## config.mk

```make
export PLATFORM = sky130hd
export DESIGN_NAME = table_port_arb
export DESIGN_NICKNAME = d
export VERILOG_FILES = /design/src/rtl/table_port_arb.sv
export SDC_FILE = /design/constraint.sdc
export NUM_CORES = 1
export LEC_CHECK = 0
export CAP_MARGIN = 20
export CORE_UTILIZATION = 34
export DETAILED_ROUTE_END_ITERATION = 8
export PLACE_DENSITY_LB_ADDON = 0.3
export SLEW_MARGIN = 5
export SYNTH_ARGS = -nofsm -noshare
export SYNTH_HDL_FRONTEND = slang
export SYNTH_SLANG_ARGS = --single-unit
```

## constraint.sdc

```tcl
create_clock -name clk -period 1.77 [get_ports clk]
set_input_delay 0.2655 -clock clk [delete_from_list [all_inputs] [get_ports clk]]
set_output_delay 0.2655 -clock clk [all_outputs]
set_load 0.01 [all_outputs]
```

## src/rtl/table_port_arb.sv

```systemverilog
// table_port_arb
//   Two-requester arbiter in front of a single-port table memory, with a
//   built-in clear sequence that writes zero to every word after reset or
//   on request.
//
// state   | meaning
// --------+-----------------------------------------------------------
// ST_INIT | clearing: one zero-write per cycle to address cnt, no grants
// ARB     | serving r0/r1, tie goes to the requester not granted last
//
// Ports
//   clk, rst_n                  clock, async active-low reset
//   init_start / init_busy      clear request pulse / clear in progress
//   rK_req/we/addr/wdata        requester K command (held until rK_gnt)
//   rK_gnt                      combinational accept in the request cycle
//   rK_rvalid/rdata             read return two cycles after the grant
//   mem_en/we/addr/wdata        registered memory command
//   mem_rdata                   memory read data, one cycle after the read
module table_port_arb #(
    parameter int DEPTH = 256,
    parameter int AW    = 8,
    parameter int DW    = 32
) (
    input  logic          clk,
    input  logic          rst_n,
    input  logic          init_start,
    output logic          init_busy,
    input  logic          r0_req,
    input  logic          r0_we,
    input  logic [AW-1:0] r0_addr,
    input  logic [DW-1:0] r0_wdata,
    output logic          r0_gnt,
    output logic          r0_rvalid,
    output logic [DW-1:0] r0_rdata,
    input  logic          r1_req,
    input  logic          r1_we,
    input  logic [AW-1:0] r1_addr,
    input  logic [DW-1:0] r1_wdata,
    output logic          r1_gnt,
    output logic          r1_rvalid,
    output logic [DW-1:0] r1_rdata,
    output logic          mem_en,
    output logic          mem_we,
    output logic [AW-1:0] mem_addr,
    output logic [DW-1:0] mem_wdata,
    input  logic [DW-1:0] mem_rdata
);

    typedef enum logic {
        ST_INIT = 1'b0,
        ST_ARB  = 1'b1
    } state_t;

    localparam logic [AW-1:0] CNT_LAST = AW'(DEPTH - 1);

    state_t        state_q, state_d;
    logic [AW-1:0] cnt_q, cnt_d;
    // 1 = r1 was granted last, so r0 wins the next tie.
    logic          last_q, last_d;
    logic          mem_en_q, mem_en_d;
    logic          mem_we_q, mem_we_d;
    logic [AW-1:0] mem_addr_q, mem_addr_d;
    logic [DW-1:0] mem_wdata_q, mem_wdata_d;
    // Read-tag pipeline: stage 1 marks the cycle the memory sees the read,
    // stage 2 (rvalid) marks the cycle its data is on mem_rdata.
    logic          rd0_s1_q, rd0_s1_d;
    logic          rd1_s1_q, rd1_s1_d;
    logic          r0_rvalid_q, r0_rvalid_d;
    logic          r1_rvalid_q, r1_rvalid_d;

    logic          gnt0, gnt1;

    always_comb begin
        gnt0 = (state_q == ST_ARB) && r0_req && (!r1_req || last_q);
        gnt1 = (state_q == ST_ARB) && r1_req && (!r0_req || !last_q);
    end

    always_comb begin
        state_d     = state_q;
        cnt_d       = cnt_q;
        last_d      = last_q;
        mem_en_d    = 1'b0;
        mem_we_d    = 1'b0;
        mem_addr_d  = mem_addr_q;
        mem_wdata_d = mem_wdata_q;

        // The tag pipeline runs regardless of state so reads granted in the
        // cycle that init_start is taken still return.
        rd0_s1_d    = gnt0 && !r0_we;
        rd1_s1_d    = gnt1 && !r1_we;
        r0_rvalid_d = rd0_s1_q;
        r1_rvalid_d = rd1_s1_q;

        case (state_q)
            ST_INIT: begin
                mem_en_d    = 1'b1;
                mem_we_d    = 1'b1;
                mem_addr_d  = cnt_q;
                mem_wdata_d = '0;
                if (cnt_q == CNT_LAST) begin
                    state_d = ST_ARB;
                    cnt_d   = '0;
                end else begin
                    cnt_d = cnt_q + AW'(1);
                end
            end
            ST_ARB: begin
                if (gnt0) begin
                    mem_en_d    = 1'b1;
                    mem_we_d    = r0_we;
                    mem_addr_d  = r0_addr;
                    mem_wdata_d = r0_wdata;
                    last_d      = 1'b0;
                end else if (gnt1) begin
                    mem_en_d    = 1'b1;
                    mem_we_d    = r1_we;
                    mem_addr_d  = r1_addr;
                    mem_wdata_d = r1_wdata;
                    last_d      = 1'b1;
                end
                if (init_start) begin
                    state_d = ST_INIT;
                    cnt_d   = '0;
                end
            end
            default: begin
                state_d = ST_INIT;
                cnt_d   = '0;
            end
        endcase
    end

    always_ff @(posedge clk or negedge rst_n) begin
        if (!rst_n) begin
            state_q     <= ST_INIT;
            cnt_q       <= '0;
            last_q      <= 1'b1;
            mem_en_q    <= 1'b0;
            mem_we_q    <= 1'b0;
            mem_addr_q  <= '0;
            mem_wdata_q <= '0;
            rd0_s1_q    <= 1'b0;
            rd1_s1_q    <= 1'b0;
            r0_rvalid_q <= 1'b0;
            r1_rvalid_q <= 1'b0;
        end else begin
            state_q     <= state_d;
            cnt_q       <= cnt_d;
            last_q      <= last_d;
            mem_en_q    <= mem_en_d;
            mem_we_q    <= mem_we_d;
            mem_addr_q  <= mem_addr_d;
            mem_wdata_q <= mem_wdata_d;
            rd0_s1_q    <= rd0_s1_d;
            rd1_s1_q    <= rd1_s1_d;
            r0_rvalid_q <= r0_rvalid_d;
            r1_rvalid_q <= r1_rvalid_d;
        end
    end

    assign init_busy = (state_q == ST_INIT);
    assign r0_gnt    = gnt0;
    assign r1_gnt    = gnt1;
    assign r0_rvalid = r0_rvalid_q;
    assign r1_rvalid = r1_rvalid_q;
    assign r0_rdata  = mem_rdata;
    assign r1_rdata  = mem_rdata;
    assign mem_en    = mem_en_q;
    assign mem_we    = mem_we_q;
    assign mem_addr  = mem_addr_q;
    assign mem_wdata = mem_wdata_q;

endmodule

```

======== Yosys cells after proc, flatten, opt, wreduce, memory -nomap -nowiden ========
Index checks and enable logic that the tools add are counted.
storage, ports and cells
  word-level logic and storage cells ...... 51
  register bits ........................... 56
  output and inout bits ................... 111
  bits in read-only memories .............. 0
  bits in latches ......................... 0
  RAM bits ................................ 0
  memories ................................ 0
  input bits .............................. 119
cells by class
  div/mod/pow operators ................... 0
  multipliers ............................. 0
  add/subtract/negate cells ............... 1
  multiplexer cells ....................... 20
  $lt $le $gt $ge ......................... 0
  shift-type cells ........................ 0
  reduce and logical (&&, ||, !) cells .... 15
  bitwise logic cells ..................... 1
  eq/ne operators ......................... 3
operators by type and width
  operator                                                number
  2-to-1 mux 32 bit                                       2
  one-hot mux 32 bit (2 select lines)                     1
  2-to-1 mux 8 bit                                        4
  one-hot mux 8 bit (2 select lines)                      2
  adder 8 x 1 -> 8 bit (second input constant)            1
  equality test 8 bit (second input constant)             1
  2-to-1 mux 1 bit                                        8
  logical AND 1 bit                                       6
  one-hot mux 1 bit (2 select lines)                      3
  logical NOT 1 bit                                       5
  inequality test 3 x 1 -> 1 bit (second input constant)  1
  logical OR 1 bit                                        2
  inequality test 2 bit (second input constant)           1
  AND reduction 2 bit                                     1
  nonzero test 2 bit                                      1
  NOT 1 bit                                               1

======== Logic depth before layout (Yosys ltp) ========
  depth after elaboration ................. 6
  mapped depth ............................ 7

======== Least setup slack after synthesis ========
No wires, ideal clock.
  path kind ............................... register -> register
  from .................................... register last_q
  to ...................................... register mem_wdata_q[0], in the netlist mem_wdata[0]
  stages on the path, launching flop included .. 7
  data arrival time ....................... 1.285 ns
  data required time ...................... 1.643 ns
  period minus slack after synthesis ...... 1.412 ns
  path slack .............................. 0.358 ns
  buffers on the path ..................... 2
  cells stage by stage .................... dfstp_2 -> a21boi_4 -> and2_1 -> buf_6 -> buf_6 -> a222oi_1 -> inv_1
between the ends
  word-level cells in the longest chain between the ends .. 4
  elaborated cells between the ends (all ways) .. 8
ends and longest elaborated chain
  item                                             line  RTL
  start: declaration                               59    logic last_q, last_d;
  start signal: assignment                         149   last_q <= last_d;
  logical NOT 1 bit                                75    gnt1 = (state_q == ST_ARB) && r1_req && (!r0_req || !last_q);
  logical OR 1 bit                                 75
  logical AND 1 bit                                75
  named net r1_gnt                                 39    output logic r1_gnt,
  inequality test 3 x 1 -> 1 bit (no source line)  --
  end signal: assignment                           153   mem_wdata_q <= mem_wdata_d;
  end: declaration                                 63    logic [DW-1:0] mem_wdata_q, mem_wdata_d;
The timed path passes the listed nets, and every way through them passes these cells.
A chain may end at the register's enable or synchronous reset.

======== Worst setup path in the final report ========
  from .................................... register state_q
  to ...................................... output port init_busy
between the ends
  word-level cells in the longest chain between the ends .. 1
ends and longest elaborated chain
  item                      line  RTL
  start: declaration        56    state_t state_q, state_d;
  start signal: assignment  147   state_q <= state_d;
  NOT 1 bit                 --
  end: declaration          27    output logic init_busy,
Every way passes these cells.

==> flow_summary.json <==
{
  "synth.top_cell.area_share_pct": 46.8,
  "finalClockSkew_ns": 0.00852,
  "globalplace.congestion": 0.739,
  "crit_type": "reg2out",
  "fill_cells": 761,
  "top_usage_layer": "met2",
  "drtPass1Iterations": 5,
  "synth_edf_count": 0,
  "ys_seq_area_share_pct": 47.7,
  "cp_data_required_time_ns": 1.50,
  "holdWs_ns": 0.356,
  "synth_ff_type": "dfrtp_1",
  "synth_area_mm2": 0.00294,
  "fin_crit_sh_pct": 96.9,
  "fin_ws_ns": 0.0552,
  "rsz0062_at_grt": "false",
  "io_buffers": 133,
  "grt_usage_pct": 16.6,
  "syn-mean-instance-area_um2": 10.8,
  "min_from": "r1_rvalid_d",
  "reg2reg_depth": 4,
  "cap_violations": 0,
  "htree_levels": 2,
  "reg2reg_to": "mem_addr[0]",
  "place_ws_ns": -0.213,
  "ir_drop_mv": 0.391,
  "via_count": 2353,
  "power.density_mw_per_mm2": 784,
  "holdPathStages": 0,
  "nets": 474,
  "grt_pass1_wl_mm": 11.4,
  "start_util_pct": 35.5,
  "r2r_start": "last_q",
  "yosys.area.top_type": "dfrtp_1",
  "status": "finished clean",
  "syn_inst": 273,
  "clockBufferDepth": 2,
  "wl_mm": 7.53,
  "overflow": 0,
  "synth.distinct_cells": 38,
  "path_max_fanout": 4,
  "period_minus_slack_ns": 1.71,
  "power_mw": 3.21,
  "area_delta_synth_final_pct": 38.9,
  "grt_max_degree": 33,
  "cts_tree": "built",
  "drive_above_1_share_pct": 10.4,
  "end_kind": "primary output",
  "cts.reportedPaths.clkPinSlew_ns": 0.10,
  "start_kind": "flop",
  "ys_warn_count": 0,
  "cellLeakagePower_nw": 1.95,
  "place_hpwl_mm": 5.62,
  "timing.reg2reg.setup_slack_ns": 0.19,
  "synth_area_leaders": "dfrtp_1 47%, buf_4 17%, a222oi_1 11%",
  "grt_antenna_before_repair": 0,
  "setup_viol_count_final": 0,
  "die_area_mm2": 0.00903,
  "drt-wirelength-per-cell_um": 16.4,
  "clock_latency_ns": 0.32,
  "ys_async_sr_fraction_pct": 100,
  "timing.setup.tns_ns": 0,
  "route.detailed.drc": 0,
  "fp.dieH_um": 95.0,
  "root_buffer": "clkbuf_8",
  "first_global_vias": 2294,
  "min_to": "r1_rvalid",
  "diodes": 0,
  "met1_usage_pct": 20.4,
  "synth-seq-cells": 56,
  "cts_buffers": 5,
  "hold_violations": 0,
  "synth_nets": 393,
  "top_level_ports": 230,
  "slew_viol_final": 0,
  "fmax_mhz": 583,
  "routed_via_density": 5.12,
  "gr-usage-met2_pct": 27.0,
  "max_slew.worst_pin.slew_ns": 0.484,
  "min_path_type": "reg2reg",
  "relSlewSlack_pct": 67.7,
  "fp.coreArea_mm2": 0.00830,
  "drt-initial-drc-count": 196,
  "cts_sinks": 56,
  "die_w_um": 95.0,
  "arrival_ns": 1.45,
  "rows": 33,
  "use_met3_pct": 4.78,
  "ant_nets": 0
}
[cell families after synthesis]
family / Yosys count / share of synthesized area [%]
adders and majority gates: 1 / 0.425
muxes: 4 / 1.40
DFF: 56 / 47.7
xor gates and xnor gates: 1 / 0.298
buffers and inverters: 113 / 24.7
and+or+nand+nor: 34 / 6.04
AOI/OAI and AO/OA: 64 / 19.5
[synthesized netlist by cell type, types with 2 or more instances]
| library cell | n |
|---|---|
| buf_6 | 7 |
| a221o_1 | 5 |
| nand2_1 | 14 |
| o2bb2ai_1 | 2 |
| inv_2 | 3 |
| o211ai_1 | 2 |
| and3_1 | 2 |
| o21ai_1 | 7 |
| buf_2 | 5 |
| nor2_1 | 7 |
| buf_4 | 65 |
| a22oi_1 | 3 |
| a222oi_1 | 32 |
| a31oi_1 | 2 |
| dfrtp_1 | 55 |
| inv_1 | 32 |
| mux2i_1 | 3 |
| nand3_1 | 2 |
| a32oi_1 | 5 |
| a22o_1 | 2 |
[sequential cells by signal (all words and copies together), names as in the netlist]
name,count
mem_en,1
r1_rvalid_d,1
cnt_q,8
r0_rvalid_d,1
r0_rvalid,1
state_q,1
mem_we,1
mem_wdata,32
r1_rvalid,1
mem_addr,8
last_q,1
[per-layer routing]
metal / share of wire, % / vias up
met5: 0 / -
met4: 2.7 / 0
met1: 41 / 1123
met2: 49 / 125
met3: 7.7 / 20
li1: - / 1085
[critical path, cell delays in order (launching register included)]
cell             delay (ns)
dfrtp_1                0.41
buf_4                  0.16
inv_2                  0.05
clkdlybuf4s50_1        0.52
[worst max-delay path by stage]
stage	start	endpoint	slack [ns]	depth (start not counted)
after global routing	last_q	r1_gnt	0.01	3
after floorplan	last_q	mem_wdata[0]	0.36	6
after detailed placement	r1_req	mem_wdata[28]	-0.21	8
after global placement	r0_req	r0_gnt	-0.21	5
final	state_q	init_busy	0.06	3
after CTS	last_q	r0_gnt	0.002	4
[per-stage QoR]
step,instances,utilization [%],area (um2)
global placement,450,47.8,3960
floorplan,273,-,2940
CTS,460,49.3,4090
global route,460,49.3,4090
finish,460,49.3,4090
detailed placement,450,47.8,3960
[final cells by class]
cell class,instances,area (um2),share of cell area [%]
clock buffers,5,68.8,1.68
flip-flops and latches,56,1400,34.3
repair buffers,152,1490,36.5
clock inverters,3,42.5,1.04
multi-input cells,104,821,20.1
inverters,35,131,3.21
well taps,105,131,3.21
[power by group]
group / switching, mW / leakage [nW] / internal [mW]
combinational: 0.267 / 1.15 / 0.489
clock: 0.421 / 0.0541 / 0.419
sequential: 0.173 / 0.743 / 1.44
total: 0.862 / 1.95 / 2.35
[placed cells by master, fill, tap and decap left out, types with 2 or more instances in the layout]
| cell | n |
|---|---|
| inv_2 | 3 |
| dfrtp_1 | 55 |
| clkbuf_8 | 5 |
| o211ai_1 | 2 |
| o2bb2ai_1 | 2 |
| nand3_1 | 2 |
| buf_4 | 16 |
| a32oi_1 | 5 |
| and3_1 | 2 |
| mux2i_1 | 3 |
| clkdlybuf4s50_1 | 130 |
| inv_1 | 32 |
| buf_2 | 2 |
| a22oi_1 | 3 |
| nor2_1 | 7 |
| o21ai_1 | 7 |
| a22o_1 | 2 |
| a221o_1 | 5 |
| nand2_1 | 14 |
| buf_12 | 2 |
| a222oi_1 | 32 |
| a31oi_1 | 2 |
[what timing repair did]
item | 4_1_cts | 5_1_grt
endpoints found under the hold margin | 16 | 0
setup buffers | 1 | 0
setup endpoints to repair | 3 | 2
gates resized for setup | 4 | 3
hold buffers | 1 | 0
Power figures use the tool's default switching activity.
